### src/rtl/vga_timing_gen.sv
// VGA raster timing generator: undelayed x/y counters for frame-buffer addressing,
// with sync/blank decode delayed LEAD cycles to line up with returned pixel data.
module vga_timing_gen #(
    parameter int H_ACTIVE = 256,
    parameter int H_FP     = 192,
    parameter int H_SYNC   = 48,
    parameter int H_BP     = 192,
    parameter int V_ACTIVE = 256,
    parameter int V_FP     = 112,
    parameter int V_SYNC   = 2,
    parameter int V_BP     = 112,
    parameter bit HS_POL   = 1'b0,
    parameter bit VS_POL   = 1'b0,
    parameter int LEAD     = 2,
    parameter int CW       = 10
) (
    input  logic          vga_clk,
    input  logic          rst_n,
    input  logic          en,
    output logic [CW-1:0] x,
    output logic [CW-1:0] y,
    output logic          fetch_valid,
    output logic          line_start,
    output logic          frame_start,
    output logic          h_sync,
    output logic          v_sync,
    output logic          sync_b,
    output logic          blank_b
);

    localparam int HMAX = H_ACTIVE + H_FP + H_SYNC + H_BP;
    localparam int VMAX = V_ACTIVE + V_FP + V_SYNC + V_BP;

    localparam logic [CW-1:0] X_LAST = CW'(HMAX - 1);
    localparam logic [CW-1:0] Y_LAST = CW'(VMAX - 1);
    // One extra bit so segment bounds equal to 2**CW (zero back porch) stay exact.
    localparam logic [CW:0] H_VIS  = (CW+1)'(H_ACTIVE);
    localparam logic [CW:0] HS_BEG = (CW+1)'(H_ACTIVE + H_FP);
    localparam logic [CW:0] HS_END = (CW+1)'(H_ACTIVE + H_FP + H_SYNC);
    localparam logic [CW:0] V_VIS  = (CW+1)'(V_ACTIVE);
    localparam logic [CW:0] VS_BEG = (CW+1)'(V_ACTIVE + V_FP);
    localparam logic [CW:0] VS_END = (CW+1)'(V_ACTIVE + V_FP + V_SYNC);

    if ((HMAX - 1) >= (2 ** CW) || (VMAX - 1) >= (2 ** CW)) begin : g_cw_check
        $error("vga_timing_gen: CW too small for HMAX/VMAX");
    end
    if (LEAD < 1 || LEAD > 8) begin : g_lead_check
        $error("vga_timing_gen: LEAD must be in 1..8");
    end

    logic [CW-1:0] x_q, x_d;
    logic [CW-1:0] y_q, y_d;
    // Each stage holds {hs_active, vs_active, visible}.
    logic [2:0]    pipe_q [LEAD];
    logic [2:0]    pipe_d [LEAD];
    logic          hs_act, vs_act, visible;
    logic [2:0]    tap;

    always_comb begin
        x_d = x_q;
        y_d = y_q;
        if (en) begin
            if (x_q == X_LAST) begin
                x_d = '0;
                y_d = (y_q == Y_LAST) ? '0 : y_q + CW'(1);
            end else begin
                x_d = x_q + CW'(1);
            end
        end
    end

    always_comb begin
        hs_act  = ({1'b0, x_q} >= HS_BEG) && ({1'b0, x_q} < HS_END);
        vs_act  = ({1'b0, y_q} >= VS_BEG) && ({1'b0, y_q} < VS_END);
        visible = ({1'b0, x_q} < H_VIS) && ({1'b0, y_q} < V_VIS);
    end

    always_comb begin
        pipe_d = pipe_q;
        if (en) begin
            pipe_d[0] = {hs_act, vs_act, visible};
            for (int i = 1; i < LEAD; i++) begin
                pipe_d[i] = pipe_q[i-1];
            end
        end
    end

    always_ff @(posedge vga_clk or negedge rst_n) begin
        if (!rst_n) begin
            x_q <= '0;
            y_q <= '0;
            for (int i = 0; i < LEAD; i++) begin
                pipe_q[i] <= '0;
            end
        end else begin
            x_q <= x_d;
            y_q <= y_d;
            for (int i = 0; i < LEAD; i++) begin
                pipe_q[i] <= pipe_d[i];
            end
        end
    end

    assign tap         = pipe_q[LEAD-1];
    assign x           = x_q;
    assign y           = y_q;
    assign fetch_valid = visible;
    assign line_start  = (x_q == '0) && en;
    assign frame_start = (x_q == '0) && (y_q == '0) && en;
    assign h_sync      = tap[2] ? HS_POL : ~HS_POL;
    assign v_sync      = tap[1] ? VS_POL : ~VS_POL;
    assign sync_b      = ~(tap[2] | tap[1]);
    assign blank_b     = tap[0];

endmodule
### config.mk
export PLATFORM = sky130hd
export DESIGN_NAME = vga_timing_gen
export DESIGN_NICKNAME = d
export VERILOG_FILES = /design/src/rtl/vga_timing_gen.sv
export SDC_FILE = /design/constraint.sdc
export NUM_CORES = 1
export LEC_CHECK = 0
export ABC_AREA = 1
export CAP_MARGIN = 40
export CELL_PAD_IN_SITES_DETAIL_PLACEMENT = 1
export CELL_PAD_IN_SITES_GLOBAL_PLACEMENT = 2
export CORE_ASPECT_RATIO = 1.4
export CORE_MARGIN = 8
export CORE_UTILIZATION = 26
export DETAILED_ROUTE_END_ITERATION = 10
export PLACE_DENSITY = 0.72
export SYNTH_ARGS = -nofsm -noshare
export SYNTH_HDL_FRONTEND = slang
export SYNTH_SLANG_ARGS = --single-unit
### constraint.sdc
create_clock -name vga_clk -period 1.3 [get_ports vga_clk]
set_clock_uncertainty 0.2 [all_clocks]
set_input_delay 0.325 -clock vga_clk [delete_from_list [all_inputs] [get_ports vga_clk]]
set_output_delay 0.325 -clock vga_clk [all_outputs]
set_load 0.01 [all_outputs]
==> results.cfg, run 1 <==
[routing]
wl_per_cell_um = 14.7
via_per_inst = 4.54
drc = 0
vias = 1781
drt-initial-drc-count = 40
drt-pass1-iter-count = 3
ant_nets = 0
postRouteWirelength_um = 5750

[worst_setup_path]
path_cells = inv_1 -> ha_1 -> nand2_1 -> nor3_2 -> nand4_1 -> nor2_2 -> buf_2
end_kind = output port
worstReg2RegEnd = y[2]
cp_max_fo = 2
cp-start-kind = flip-flop
crit_type = flip-flop to output port
cp.required_ns = 0.77
critical_path_arrival_ns = 1.45
rrSetupSlack_ns = -0.48
reg2reg_from = x[0]
slowest_stage = dfrtp_2
r2r_cells = 10
crit_path_max_incr_delay_ns = 0.41
startpoint = y[0]

[clock_tree]
clkSlewWorstSetupHoldPaths_ns = 0.10
clock-sinks = 26
cts_tree = done
cts_root_buf = clkbuf_8
htree_levels = 1
clockBufferDepth = 2
clk_latency_ns = 0.28
cts_made_buffers = 3

[yosys]
ys_ff_latch = 26
ys.flop_type = dfrtp_1
synth_seq_area_share_pct = 41.7
synth_nets = 222
synthArstFlopShare_pct = 100
synth-warning-count = 0
synth_area_mm2 = 0.00156
syn_area_per_cell_um2 = 7.30
synthCells = 214
synth-edff-count = 0
ys_types = 25

[final_layout]
fillers = 688
mostFrequentLayoutCells = nand2_1, buf_6, buf_4
utilization_pct = 52.4
fin_area_mm2 = 0.00305
nets = 331
final_common_cell = nand2_1
final_layout_size_suffix_gt1_share_pct = 55.9
antenna_cells = 0
syn2layout_area_growth_pct = 95.5

[grt]
grt_pass1_vias = 1926
grt_antenna_before_repair = 0
grt_max_degree = 27
grt_pass1_wl_um = 9310
grtUsageTotal_pct = 13.5
grt_overflow = 0

[placed_design]
hpwl_um = 3850
gp_congestion = 0.745
placed_area_mm2 = 0.00233
port_buffers = 29

[floorplan]
die_area_mm2 = 0.00878
ios = 30
core_area_mm2 = 0.00582
die_y_um = 108
dieWidth_um = 81.5
start_util_pct = 26.8
rows = 33

[run_status]
violations = setup timing
outcome = finished with violations

[sta]
hold_violations = 0
max-slew-margin-rel_pct = 75.4
tightest_slew_ns = 0.367
setup_viol = 49
maxClockFrequency_mhz = 506
period_needed_ns = 1.98
rsz0062_at_grt = true
tns_ns = -15.08
period_share_pct = 152
setup_ws_ns = -0.677
final_max_slew_viol_count = 0

[power]
power_density_mw_per_mm2 = 1330
ir_worst_vdd_v = 0.000542
leakage_nw = 1.50

[job]
drv_cap = 0

[hold_path]
hold_path_class = primary input to async pin
-- worst max-delay path, delay by kind of cell, from the launching register on --
kind | cells | cell delay (ns)
adder cells (fa/ha/maj) | 1 | 0.16
buffers and inverters | 2 | 0.20
flip-flops | 1 | 0.41
AND/OR/NAND/NOR | 4 | 0.39
-- cells by family after synthesis --
group	Yosys count	share of synthesized area, %
adders and majority gates	5	4.01
DFF	26	41.7
and+or+nand+nor	129	37.0
xor gates and xnor gates	4	2.24
buffers and inverters	33	8.65
AOI/OAI and AO/OA	17	6.41
-- sequential cells by signal, summed over array words and instances, names as in the netlist --
register / cells
tap: 3
pipe_q: 3
x: 10
y: 10
-- routing by layer --
metal	routed length, µm	part of all wire (%)	vias up	track usage (%)
li1	-	-	884	-
met1	2200	38	870	14.6
met2	3330	58	22	25.8
met3	162	2.8	5	1.76
met4	55	0.96	0	3.46
met5	0	0	-	0
-- power breakdown --
| part | switching (W) | internal [W] |
|---|---|---|
| combinational | 0.00113 | 0.00127 |
| sequential | 0.000117 | 0.000980 |
| clock | 0.000297 | 0.000272 |
| total | 0.00155 | 0.00252 |
-- layout make-up --
cell class | instances | area, µm² | share of cell area, %
multi-input combinational | 155 | 1080 | 35.5
timing repair buffer | 107 | 1050 | 34.3
sequential | 26 | 654 | 21.4
inverter | 30 | 125 | 4.10
tap | 70 | 87.6 | 2.87
clock buffer | 4 | 55.1 | 1.80
-- worst max-delay path by stage --
stage | endpoint | depth (start not counted)
4_1_cts | frame_start | 7
3_3_place_gp | frame_start | 6
3_5_place_dp | frame_start | 6
6_report | frame_start | 7
5_1_grt | frame_start | 7
2_1_floorplan | frame_start | 6
-- Yosys cell counts, types with 2 or more instances --
cell type | count | area (µm²)
ha_1 | 5 | 62.6
nand3_1 | 20 | 100
nor2_1 | 20 | 75.1
nor2_2 | 3 | 18.8
o21ai_0 | 12 | 60.1
o21ai_2 | 2 | 17.5
nand2_1 | 72 | 270
xor2_1 | 4 | 35.0
inv_2 | 4 | 15.0
inv_1 | 26 | 97.6
nor3_1 | 3 | 15.0
dfrtp_1 | 26 | 651
nand4_1 | 4 | 25.0
nor2_4 | 2 | 22.5
-- what timing repair did --
item | CTS | global route
hold buffers | 0 | 0
buffers inserted | 27 | 16
endpoints found under the setup margin | 50 | 49
gates resized for setup | 208 | 50
pin swaps | 29 | 11
-- per-stage QoR --
step / setup WS (ns) / std cells / hold slack (ns) / power (W)
after floorplan: -0.311 / 214 / -0.171 / 0.00181
after global placement: -0.980 / 360 / 0.258 / 0.00282
after detailed placement: -1.01 / 360 / 0.269 / 0.00286
after CTS: -0.732 / 387 / 0.192 / 0.00396
after global routing: -0.785 / 392 / 0.195 / 0.00434
final: -0.677 / 392 / 0.185 / 0.00407
(Power assumes the default switching activity.)
==> run 2, diff against run 1 <==
Settings changed: CORE_UTILIZATION 26 to 31, DONT_BUFFER_PORTS set to 1, PLACE_DENSITY 0.72 to 0.7.
==> run 2 against run 1 <==
The flow still finishes with violations (setup timing). Cell count down 10%. Sequential share of layout area up 2.0 points. Design area down 8.8%. Critical path type unchanged. Global-route usage up 2.3 points. Critical endpoint unchanged. Core utilization up 5.1 points. Worst hold slack worse by 0.16 ns.
==> results.cfg, run 2 (synthesized netlist as in run 1, its figures left out) <==
[grt]
grt_pass1_wl_um = 9630
grt_max_degree = 27
grt_pass1_vias = 1934
grt_overflow = 0
grtUsageTotal_pct = 15.7
grt_antenna_before_repair = 0

[job]
drv_cap = 0

[floorplan]
dieWidth_um = 76.0
ios = 30
start_util_pct = 32.2
core_area_mm2 = 0.00484
rows = 30
die_area_mm2 = 0.00760
die_y_um = 100

[clock_tree]
clock-sinks = 26
cts_tree = done
clkSlewWorstSetupHoldPaths_ns = 0.10
cts_made_buffers = 3
clockBufferDepth = 2
htree_levels = 1
clk_latency_ns = 0.27
cts_root_buf = clkbuf_8

[routing]
via_per_inst = 4.90
postRouteWirelength_um = 6280
drt-initial-drc-count = 35
vias = 1726
drt-pass1-iter-count = 4
drc = 0
wl_per_cell_um = 17.8
ant_nets = 0

[power]
leakage_nw = 1.32
p_total_w = 0.00424
power_density_mw_per_mm2 = 1520
ir_worst_vdd_v = 0.000560

[sta]
hold_violations = 0
rsz0062_at_grt = true
period_share_pct = 151
tns_ns = -10.94
period_needed_ns = 1.96
setup_ws_ns = -0.660
max-slew-margin-rel_pct = 75.9
maxClockFrequency_mhz = 510
hold_slack_ns = 0.0269
final_max_slew_viol_count = 0
setup_viol = 49
tightest_slew_ns = 0.361

[run_status]
outcome = finished with violations
violations = setup timing

[placed_design]
port_buffers = 0
hpwl_um = 4160
place_inst = 326
gp_congestion = 0.837

[final_layout]
final_common_cell = nand2_1
final_layout_size_suffix_gt1_share_pct = 56.9
regArea_um2 = 653
nets = 297
multi_input_area_mm2 = 0.00112
mostFrequentLayoutCells = nand2_1, buf_6, dfrtp_1
finalNonFillerCells = 352
fillers = 558
syn2layout_area_growth_pct = 78.3
antenna_cells = 0

[worst_setup_path]
cp.required_ns = 0.77
rrSetupSlack_ns = -0.35
critical_path_arrival_ns = 1.44
startpoint = x[2]
reg2reg_from = x[1]
cp-start-kind = flip-flop
end_kind = output port
cp_max_fo = 2
crit_type = flip-flop to output port

[hold_path]
hold_start = en
hold_path_class = primary input to flip-flop
## run 2: power breakdown
group | internal (W) | switching [W]
registers | 0.000980 | 0.000142
logic | 0.00126 | 0.00130
clock network | 0.000271 | 0.000278
## run 2: cell type report
| class | instances | area share (%) |
|---|---|---|
| Multi-Input combinational cell | 155 | 40.4 |
| Timing Repair Buffer | 73 | 27.0 |
| Sequential cell | 26 | 23.5 |
| Inverter | 30 | 4.31 |
| Tap cell | 64 | 2.88 |
| Clock buffer | 4 | 1.98 |
## run 2: final timing paths
check,endpoint,cells after the start
max in group asynchronous,y[0],2
worst min-delay path,pipe_q[4],2
worst min register to register,tap[0],2
worst max register to register,y[6],8
min in group asynchronous,x[8],2
worst max-delay path,frame_start,5
## run 2: worst max-delay path: stages, from the launching register on
cell and delay [ns]:
dfrtp_1 0.41, inv_1 0.10, nand4_1 0.21, nor3_4 0.18, nand2_2 0.11, nor2_4 0.15
## run 2: routing by layer
metal	vias up	track usage [%]	share of wire, %
met5	-	0	0
met4	0	8.33	2.5
met3	10	3.22	3.6
met2	34	30.6	59
met1	862	15.0	35
li1	820	-	-
## run 2: repair_timing
| action | 4_1_cts | 5_1_grt |
|---|---|---|
| hold endpoints to repair | 32 | 1 |
| setup buffers | 14 | 9 |
| hold buffers | 3 | 1 |
| setup endpoints to repair | 49 | 50 |
| pin swaps | 18 | 25 |
| resized for setup | 70 | 84 |
## run 2: stage by stage
| stage | cell area [µm²] | util (%) | worst slack [ns] |
|---|---|---|---|
| 6_report | 2780 | 57.5 | -0.660 |
| 5_1_grt | 2780 | 57.5 | -0.725 |
| 2_1_floorplan | 1580 | - | -0.311 |
| 3_3_place_gp | 2020 | 41.8 | -0.366 |
| 4_1_cts | 2450 | 50.7 | -0.655 |
| 3_5_place_dp | 2020 | 41.8 | -0.409 |
==> run 3, diff against run 2 <==
Settings changed: CTS_CLUSTER_SIZE set to 16.
==> results of run 3 <==
Final layout, timing and power as in run 2 (identical DEF).
